**src/rtl/stage_mm_bus_pkg.sv**
```systemverilog
// Shared constants for the EX->M memory stage: control field layout,
// access width codes, exception codes and FSM encoding.
package stage_mm_bus_pkg;

  // Layout of in_mctl, MSB first: {re, we, ext, width[1:0], grf_we}
  typedef struct packed {
    logic       re;
    logic       we;
    logic       ext;
    logic [1:0] width;
    logic       grf_we;
  } mctl_t;

  localparam logic [1:0] WIDTH_BYTE = 2'd0;
  localparam logic [1:0] WIDTH_HALF = 2'd1;
  localparam logic [1:0] WIDTH_WORD = 2'd2;  // 2'd3 also means word

  localparam logic [1:0] EXC_NONE = 2'd0;
  localparam logic [1:0] EXC_ADEL = 2'd1;
  localparam logic [1:0] EXC_ADES = 2'd2;
  localparam logic [1:0] EXC_BUS  = 2'd3;

  typedef enum logic [0:0] {
    ST_IDLE   = 1'b0,
    ST_ACCESS = 1'b1
  } mm_state_e;

  // Natural-alignment check for a given access width and low address bits
  function automatic logic is_misaligned(input logic [1:0] width, input logic [1:0] ao_lo);
    logic mis;
    case (width)
      WIDTH_BYTE: mis = 1'b0;
      WIDTH_HALF: mis = ao_lo[0];
      default:    mis = |ao_lo;
    endcase
    return mis;
  endfunction

endpackage

```
**src/rtl/stage_mm_bus_lane.sv**
```systemverilog
// Byte-lane steering for stores and alignment/extension for loads.
module mm_lane
  import stage_mm_bus_pkg::*;
(
  input  logic [1:0]  ao_lo,
  input  logic [1:0]  width,
  input  logic        ext,
  input  logic [31:0] rt,
  input  logic [31:0] rdata,
  output logic [3:0]  be,
  output logic [31:0] wdata,
  output logic [31:0] load_data
);

  logic [31:0] shifted_s;

  // Store side: byte enables and replicated write data per access width
  always_comb begin
    be    = 4'b0000;
    wdata = 32'h0000_0000;
    case (width)
      WIDTH_BYTE: begin
        be    = 4'b0001 << ao_lo;
        wdata = {4{rt[7:0]}};
      end
      WIDTH_HALF: begin
        be    = 4'b0011 << ao_lo;
        wdata = {2{rt[15:0]}};
      end
      default: begin
        be    = 4'b1111;
        wdata = rt;
      end
    endcase
  end

  // Load side: move the addressed lane to bit 0, then truncate and extend
  always_comb begin
    shifted_s = rdata >> {ao_lo, 3'b000};
    load_data = 32'h0000_0000;
    case (width)
      WIDTH_BYTE: load_data = {{24{ext & shifted_s[7]}}, shifted_s[7:0]};
      WIDTH_HALF: load_data = {{16{ext & shifted_s[15]}}, shifted_s[15:0]};
      default:    load_data = shifted_s;
    endcase
  end

endmodule

```
**src/rtl/stage_mm_bus.sv**
```systemverilog
// Memory pipeline stage: holds the EX->M register, runs a single outstanding
// bus access (IDLE/ACCESS), stalls upstream while the bus is busy, and
// reports alignment, bus-error and timeout exceptions toward WB.
module stage_mm_bus
  import stage_mm_bus_pkg::*;
#(
  parameter int AW      = 32,
  parameter int TIMEOUT = 16
) (
  input  logic          clk,
  input  logic          rst_n,
  input  logic          in_valid,
  input  logic [31:0]   in_pc4,
  input  logic [31:0]   in_ir,
  input  logic [31:0]   in_ao,
  input  logic [31:0]   in_rt,
  input  logic [5:0]    in_mctl,
  input  logic [4:0]    in_a3,
  output logic          stall,
  output logic          out_valid,
  output logic [31:0]   out_pc4,
  output logic [31:0]   out_ir,
  output logic [4:0]    out_a3,
  output logic          out_grf_we,
  output logic [31:0]   out_wd,
  output logic          mem_to_reg,
  output logic [1:0]    exc_code,
  output logic          bus_req,
  output logic          bus_we,
  output logic [AW-1:0] bus_addr,
  output logic [3:0]    bus_be,
  output logic [31:0]   bus_wdata,
  input  logic          bus_ack,
  input  logic [31:0]   bus_rdata,
  input  logic          bus_err
);

  localparam int CW = (TIMEOUT < 2) ? 1 : $clog2(TIMEOUT + 1);

  // M register and FSM state
  logic        valid_q, valid_d;
  logic [31:0] pc4_q, pc4_d;
  logic [31:0] ir_q, ir_d;
  logic [31:0] ao_q, ao_d;
  logic [31:0] rt_q, rt_d;
  mctl_t       mctl_q, mctl_d;
  logic [4:0]  a3_q, a3_d;
  mm_state_e   state_q, state_d;
  logic [CW-1:0] cnt_q, cnt_d;

  mctl_t       in_mctl_s;
  logic        start_s;
  logic        access_s;
  logic        tmo_s;
  logic        ack_s;
  logic        cap_s;
  logic        mis_q_s;
  logic [3:0]  lane_be_s;
  logic [31:0] lane_wdata_s;
  logic [31:0] lane_load_s;

  assign in_mctl_s = mctl_t'(in_mctl);
  // A captured slot needs the bus only if it is real, a memory op, and aligned
  assign start_s   = in_valid & (in_mctl_s.re | in_mctl_s.we)
                     & ~is_misaligned(in_mctl_s.width, in_ao[1:0]);

  assign access_s  = (state_q == ST_ACCESS);
  // Timeout cycle: counter has reached the limit; the request is withdrawn here
  assign tmo_s     = access_s && (TIMEOUT != 0) && (cnt_q == CW'(TIMEOUT));
  assign bus_req   = access_s & ~tmo_s;
  assign ack_s     = bus_req & bus_ack;
  assign stall     = bus_req & ~bus_ack;
  assign cap_s     = ~stall;
  assign mis_q_s   = is_misaligned(mctl_q.width, ao_q[1:0]);

  mm_lane u_lane (
    .ao_lo     (ao_q[1:0]),
    .width     (mctl_q.width),
    .ext       (mctl_q.ext),
    .rt        (rt_q),
    .rdata     (bus_rdata),
    .be        (lane_be_s),
    .wdata     (lane_wdata_s),
    .load_data (lane_load_s)
  );

  // Next-state for the M register: capture when not stalled, otherwise hold
  always_comb begin
    if (cap_s) begin
      valid_d = in_valid;
      pc4_d   = in_pc4;
      ir_d    = in_ir;
      ao_d    = in_ao;
      rt_d    = in_rt;
      mctl_d  = in_mctl_s;
      a3_d    = in_a3;
    end else begin
      valid_d = valid_q;
      pc4_d   = pc4_q;
      ir_d    = ir_q;
      ao_d    = ao_q;
      rt_d    = rt_q;
      mctl_d  = mctl_q;
      a3_d    = a3_q;
    end
  end

  // Next-state for the FSM and the ACCESS-cycle counter
  always_comb begin
    if (cap_s) begin
      state_d = start_s ? ST_ACCESS : ST_IDLE;
      cnt_d   = {CW{1'b0}};
    end else begin
      state_d = ST_ACCESS;
      if (TIMEOUT != 0) begin
        cnt_d = cnt_q + CW'(1);
      end else begin
        cnt_d = cnt_q;
      end
    end
  end

  // State registers with asynchronous clear
  always_ff @(posedge clk or negedge rst_n) begin
    if (!rst_n) begin
      valid_q <= 1'b0;
      pc4_q   <= 32'h0000_0000;
      ir_q    <= 32'h0000_0000;
      ao_q    <= 32'h0000_0000;
      rt_q    <= 32'h0000_0000;
      mctl_q  <= 6'b000000;
      a3_q    <= 5'd0;
      state_q <= ST_IDLE;
      cnt_q   <= {CW{1'b0}};
    end else begin
      valid_q <= valid_d;
      pc4_q   <= pc4_d;
      ir_q    <= ir_d;
      ao_q    <= ao_d;
      rt_q    <= rt_d;
      mctl_q  <= mctl_d;
      a3_q    <= a3_d;
      state_q <= state_d;
      cnt_q   <= cnt_d;
    end
  end

  // Exception priority: alignment, then timeout, then bus error on ack
  always_comb begin
    if (!valid_q) begin
      exc_code = EXC_NONE;
    end else if ((mctl_q.re | mctl_q.we) & mis_q_s) begin
      exc_code = mctl_q.re ? EXC_ADEL : EXC_ADES;
    end else if (tmo_s) begin
      exc_code = EXC_BUS;
    end else if (ack_s & bus_err) begin
      exc_code = EXC_BUS;
    end else begin
      exc_code = EXC_NONE;
    end
  end

  // Bus side is driven only while requesting so an idle bus is all-zero
  assign bus_we    = bus_req & mctl_q.we;
  assign bus_addr  = bus_req ? {ao_q[AW-1:2], 2'b00} : {AW{1'b0}};
  assign bus_be    = bus_req ? lane_be_s : 4'b0000;
  assign bus_wdata = bus_req ? lane_wdata_s : 32'h0000_0000;

  // A slot is presented to WB only once the bus is done with it
  assign out_valid  = valid_q & ~stall;
  assign out_pc4    = pc4_q;
  assign out_ir     = ir_q;
  assign out_a3     = a3_q;
  assign out_grf_we = out_valid & mctl_q.grf_we & (exc_code == EXC_NONE);
  assign out_wd     = mctl_q.re ? lane_load_s : ao_q;
  assign mem_to_reg = valid_q & mctl_q.re & mctl_q.grf_we;

endmodule

```
**config.mk**
```make
export PLATFORM = sky130hd
export DESIGN_NAME = stage_mm_bus
export DESIGN_NICKNAME = d
export VERILOG_FILES = /design/src/rtl/stage_mm_bus_pkg.sv /design/src/rtl/stage_mm_bus_lane.sv /design/src/rtl/stage_mm_bus.sv
export SDC_FILE = /design/constraint.sdc
export NUM_CORES = 1
export LEC_CHECK = 0
export BUFFER_PORTS_ARGS = -buffer_cell sky130_fd_sc_hd__buf_2
export CORE_MARGIN = 2
export CORE_UTILIZATION = 35
export CTS_CLUSTER_SIZE = 12
export DETAILED_ROUTE_END_ITERATION = 10
export PLACE_DENSITY = 0.68
export SYNTH_ARGS = -nofsm -noshare
export SYNTH_HDL_FRONTEND = slang
export SYNTH_SLANG_ARGS = --single-unit
```
**constraint.sdc**
```tcl
create_clock -name clk -period 5.8 [get_ports clk]
set_input_delay 1.16 -clock clk [delete_from_list [all_inputs] [get_ports clk]]
set_output_delay 1.16 -clock clk [all_outputs]
set_load 0.005 [all_outputs]
```
[Word-level counts from Yosys, hierarchy flattened]
Cells that the tools add are included.
Storage, ports and cells
  output and inout bits: 177
  input port bits: 176
  bits in registers: 146
Operators by class
  bitwise gates (word level): 21
  shift-type cells: 3
  mux-type cells: 17
  $add $sub $neg: 1
  equality and inequality tests: 3
  reductions and logical operators: 6
Operators with widths (number)
  $pmux 32 s2: 2
  $mux 32: 3
  $shr 32x5->32: 1
  $and 1x1->1: 15
  $mux 2: 5
  $pmux 4 s2: 1
  $logic_not 2->1: 3
  $add 5x1->5 const B: 1
  $eq 5x5->1 const B: 1
  $mux 5: 1
  $eq 2x1->1 const B: 2
  $mux 4: 1
  $not 1->1: 4
  $pmux 1 s2: 2
  $reduce_or 2->1: 2
  $shl 1x2->4 const A: 1
  $shl 2x2->4 const A: 1
  $mux 1: 2
  $or 1x1->1: 2
  $logic_and 1x1->1: 1

[Logic depth before layout (Yosys ltp)]
  depth in word-level cells: 12
  mapped depth: 9
  depth with buffers taken out: 7

[Modules after synthesis]
Synthesis repeated with hierarchy kept, for this count alone.
Second synthesis, totals
  cells, all modules: 642
  area, all modules: 7985.2 um^2
By module, submodules not included
  stage_mm_bus: area an instance 6660.1 um^2, cells each 460, seq. area each 3653.5 um^2, instances 1
  mm_lane: area an instance 1325.0 um^2, cells each 182, seq. area each 0.0 um^2, instances 1

[Worst setup path before layout]
Ideal clock, no wire load.
  path type: input -> output
  start point: input bus_rdata[31]
  end point: output out_wd[10]
  cell stages on the path: 4
  data required time: 4.640 ns
  path slack: 2.543 ns
  data arrival time: 2.097 ns
  cell sequence: mux4_2 > and2_1 > nand3_1 > o221ai_1
Between the ends
  cells in the longest elaborated chain, start to end: 4
Ends and longest elaborated chain
  start, declared: RTL line stage_mm_bus.sv:34  | input logic [31:0] bus_rdata,
  $shr 32x5->32: RTL line stage_mm_bus_lane.sv:39  | shifted_s = rdata >> {ao_lo, 3'b000};
  $and 1x1->1: RTL line stage_mm_bus_lane.sv:42  | WIDTH_BYTE: load_data = {{24{ext & shifted_s[7]}}, shifted_s[7:0]};
  $pmux 32 s2: RTL line stage_mm_bus_lane.sv:41  | case (width)
  $mux 32: RTL line stage_mm_bus.sv:175  | assign out_wd = mctl_q.re ? lane_load_s : ao_q;
  end, declared: RTL line stage_mm_bus.sv:25  | output logic [31:0] out_wd,
Every way passes these cells.

[Worst setup path after layout]
  start point: register ao_q[0]
  end point: output out_wd[20]
Between the ends
  cells in the longest elaborated chain, start to end: 4
  elaborated cells between the ends (all ways): 5
Ends and longest elaborated chain
  start, declared: RTL line stage_mm_bus.sv:44  | logic [31:0] ao_q, ao_d;
  start signal, assigned: RTL line stage_mm_bus.sv:139  | ao_q <= ao_d;
  $shr 32x5->32 (*): RTL line stage_mm_bus_lane.sv:39
  $and 1x1->1 (on tied branches): RTL line stage_mm_bus_lane.sv:43, stage_mm_bus_lane.sv:42
  $pmux 32 s2 (*): RTL line stage_mm_bus_lane.sv:41
  $mux 32 (*): RTL line stage_mm_bus.sv:175
Every way passes the cells marked *; elsewhere a longest branch is shown, timed or not.

==> out/qor_table.md <==
| Metric | This run |
|---|---|
| Clock latency of the later-clocked register in the worst-skew pair | 0.41 ns |
| Starting Density | 35.77% |
| Tot GR Track Use | 21.42% |
| Post-cts hold buffer count | 0 |
| Number of synthesized flops with an enable pin | 0 |
| Total number of vias | 7207 |
| Ratio of cells with drive above 1 in the final layout | 32.63% |
| Width of the die | 148.0 um |
| Endpoints failing setup | 0 |
| Biggest area contributors in the synthesized netlist | sky130_fd_sc_hd__dfrtp_1 (50%), sky130_fd_sc_hd__nand2_1 (21%), sky130_fd_sc_hd__mux2i_1 (5.2%) |
| Power per standard cell area | 299.2 nW/um^2 |
| Worst endpoint required time | 4.64 ns |
| Maximum vdd drop | 176.3 uV |
| TritonCTS Sinks | 146 |
| Number of nets in the final layout | 1397 |
| Area occupied by multi-input gates | 3162 sq um |
| Area of the placeable core | 20300 sq um |
| Run status | finished, final reports clean |
| Fill cells | 2073 |
| Post-CTS clock slew at the launch and capture registers of the worst setup and hold paths | 0.07 ns |
| Simple-gate portion of the synthesized area | 28.22% |
| Slowest cell on the critical path | sky130_fd_sc_hd__o211ai_1 |
| Growth of design area from synthesis to finish | 33.32% |
| Total number of yosys warnings | 0 |
| Number of register bits inferred by synthesis | 146 |
| Clk root buf | sky130_fd_sc_hd__clkbuf_16 |
| Vias in the first global route | 6804 |
| RD Place Congestion | 0.8796 |
| Routed len/inst | 16.13 um |
| Share of synthesized cell area in full adder, half adder and majority cells | 0.3446% |
| Crit path cell chain | nor2b_1, o2bb2ai_1, o211ai_1, o221ai_1, buf_2 |
| Via count normalized by instance count | 4.798 |
| Number of buffer cells added on primary ports | 350 |
| Dpl hpwl | 17790 um |
| Crit path largest cell delay | 0.92 ns |
| Number of buffers added by the clock tree synthesis step | 17 |
| Setup TNS Final | 0 ns |
| Classification of the worst-slack hold path | flip-flop to flip-flop |
| Detailed Route WL | 24230 um |
| H-Tree Level Count | 4 |
| Element type at the critical path end | output port |
| Relative max-transition margin | 24.11% |
| Fraction of the cycle the final worst path needs | 75.42% |
| Pin count of the biggest net entering global routing | 74 |
| Ranking of synthesized cells by instance count | sky130_fd_sc_hd__nand2_1 (411), sky130_fd_sc_hd__dfrtp_1 (146), sky130_fd_sc_hd__nor2_1 (68) |
| Area share of the largest cell type after synthesis | 50.31% |
| First-pass DRT Iterations | 5 |
| Number of cells upsized or downsized after cts | 0 |
| Storage element area | 3655 sq um |
| Proportion of synthesized flip-flops having asynchronous set or reset | 100.0% |
| Number of unique standard cell types used by synthesis | 36 |
| Clock Path Buffers | 2 |
| Number of antenna cells inserted | 0 |
| CP Class | flip-flop to output port |
| Cell with the most instances after synthesis | sky130_fd_sc_hd__nand2_1 |
| Critical Path Start Type | flip-flop |
| Total count of hold-check failures in the final report | 0 |
| Final Max Tran Viols | 0 |
| Number of antenna violations at the first check in global routing | 1 |
| Global-route wire length before repair | 36750 um |
| Time the worst path needs with I/O delays and setup | 4.375 ns |
| Final-layout worst hold slack | 0.4605 ns |
| Buffers inserted during post-CTS setup optimization | 0 |
| Lkg Pwr | 5.497 nW |
| Max capacitance violation total | 0 |
| Data arrival, critical path | 3.21 ns |
| Register area share after synthesis | 50.31% |
| Height of the chip | 148.0 um |
| Total standard cell area after synthesis | 7262 sq um |
| Compound-gate portion of the synthesized area | 8.580% |
| Portion of netlist area occupied by mux cells | 5.858% |
| DRC violation count after routing | 0 |
| Number of design-rule violations left by the first detailed-router iteration | 410 |
| Number of placement rows | 52 |
| Dominant combinational cell family by area after synthesis | simple AND/OR/NAND/NOR gates |
| Worst-margin pin slew | 1.133 ns |
| Die footprint | 21920 sq um |
| Peak clock frequency supported by timing | 0.2286 GHz |
| Remaining Overflow, GRT | 0 |
| Worst Clk Skew | 0.009573 ns |
| Post-synth top flop | sky130_fd_sc_hd__dfrtp_1 |
| Largest fanout on the critical path | 17 |
| Post-Syn Area per Cell | 8.069 sq um |
| Syn Inst Count | 900 |
| RSZ-0062 raised after global routing | false |
| Library cell with the largest summed area after synthesis | sky130_fd_sc_hd__dfrtp_1 |
| TritonCTS clock tree | done |
| Remaining number of nets flagged by the antenna check after routing | 0 |
| Count of pins on the block boundary | 353 |
| Parity-gate share of the synthesized area counting xor and xnor cells | 0.3618% |
==> cells by family after synthesis <==
logic type / after synthesis
and+or+nand+nor: 519
buffers and inverters: 90
muxes: 41
DFF: 146
adders and majority gates: 2
xor gates and xnor gates: 3
other: 1
AOI/OAI and AO/OA: 98
==> power breakdown <==
group	total, mW	switching (mW)	internal, mW
logic	0.600	0.340	0.260
registers	1.20	0.0876	1.12
clock network	1.09	0.472	0.620
total	2.90	0.900	2.00
==> cell type report <==
cell class                 instances  area share (%)
clock buffer                      19           4.575
clock inverter                    13           1.525
inverter                          31           1.228
multi-input combinational        665           32.66
sequential                       146           37.75
tap                              270           3.489
timing repair buffer             358           18.78
==> state kept, by name, summed over array words and instances (netlist names) <==
signal and count:
out_ir 32, valid_q 1, access_s 1, out_a3 5, ao_q 32, cnt_q 5
mctl_q 6, rt_q 32, out_pc4 32
==> cells in the final DEF, fill, tap and decap left out, drive strengths merged, types with 5 or more instances in the layout <==
master and count:
nand3 6, nor2 68, mux2i 38, dfrtp 146, and2 20, clkbuf 19, nor2b 7, a21oi 29
clkinv 5, buf 358, inv 36, a31o 6, o21ai 32, o221ai 24, nand2 411
==> through the flow <==
| stage | worst slack [ns] | utilization (%) | instance area, sq um | power (mW) | std cells |
|---|---|---|---|---|---|
| 2_1_floorplan | 2.543 | - | 7266 | 1.522 | 901 |
| 3_3_place_gp | 1.904 | 44.79 | 9091 | 1.815 | 1470 |
| 3_5_place_dp | 1.769 | 44.79 | 9091 | 1.828 | 1470 |
| 4_1_cts | 1.458 | 47.69 | 9682 | 2.932 | 1502 |
| 5_1_grt | 1.244 | 47.69 | 9682 | 3.050 | 1502 |
| 6_report | 1.425 | 47.69 | 9682 | 2.896 | 1502 |
==> layer usage <==
layer / share of wire [%] / global-route usage (%)
met1: 43 / 28.40
met2: 47 / 34.26
met3: 7.3 / 5.062
met4: 2.8 / 7.905
met5: 0.054 / 0
==> final timing paths <==
path / start / endpoint / slack [ns] / cells past startpoint
max in group asynchronous: rst_n / mctl_q[5] / 4.01 / 2
min reg2reg: out_pc4[25] / out_pc4[25] / 0.46 / 2
max reg2reg: cnt_q[0] / mctl_q[2] / 2.78 / 8
min in group asynchronous: rst_n / ao_q[24] / 0.64 / 1
max: ao_q[0] / out_wd[20] / 1.43 / 5
min: out_pc4[25] / out_pc4[25] / 0.46 / 2
==> critical path: cells and delay by family, from the launching register on <==
| kind | cells | cell delay, ns |
|---|---|---|
| AO/OA/AOI/OAI | 3 | 1.44 |
| flip-flops | 1 | 0.81 |
| AND/OR/NAND/NOR | 1 | 0.34 |
| buffers and inverters | 1 | 0.21 |
No activity file was read; power rests on OpenSTA's default activity.
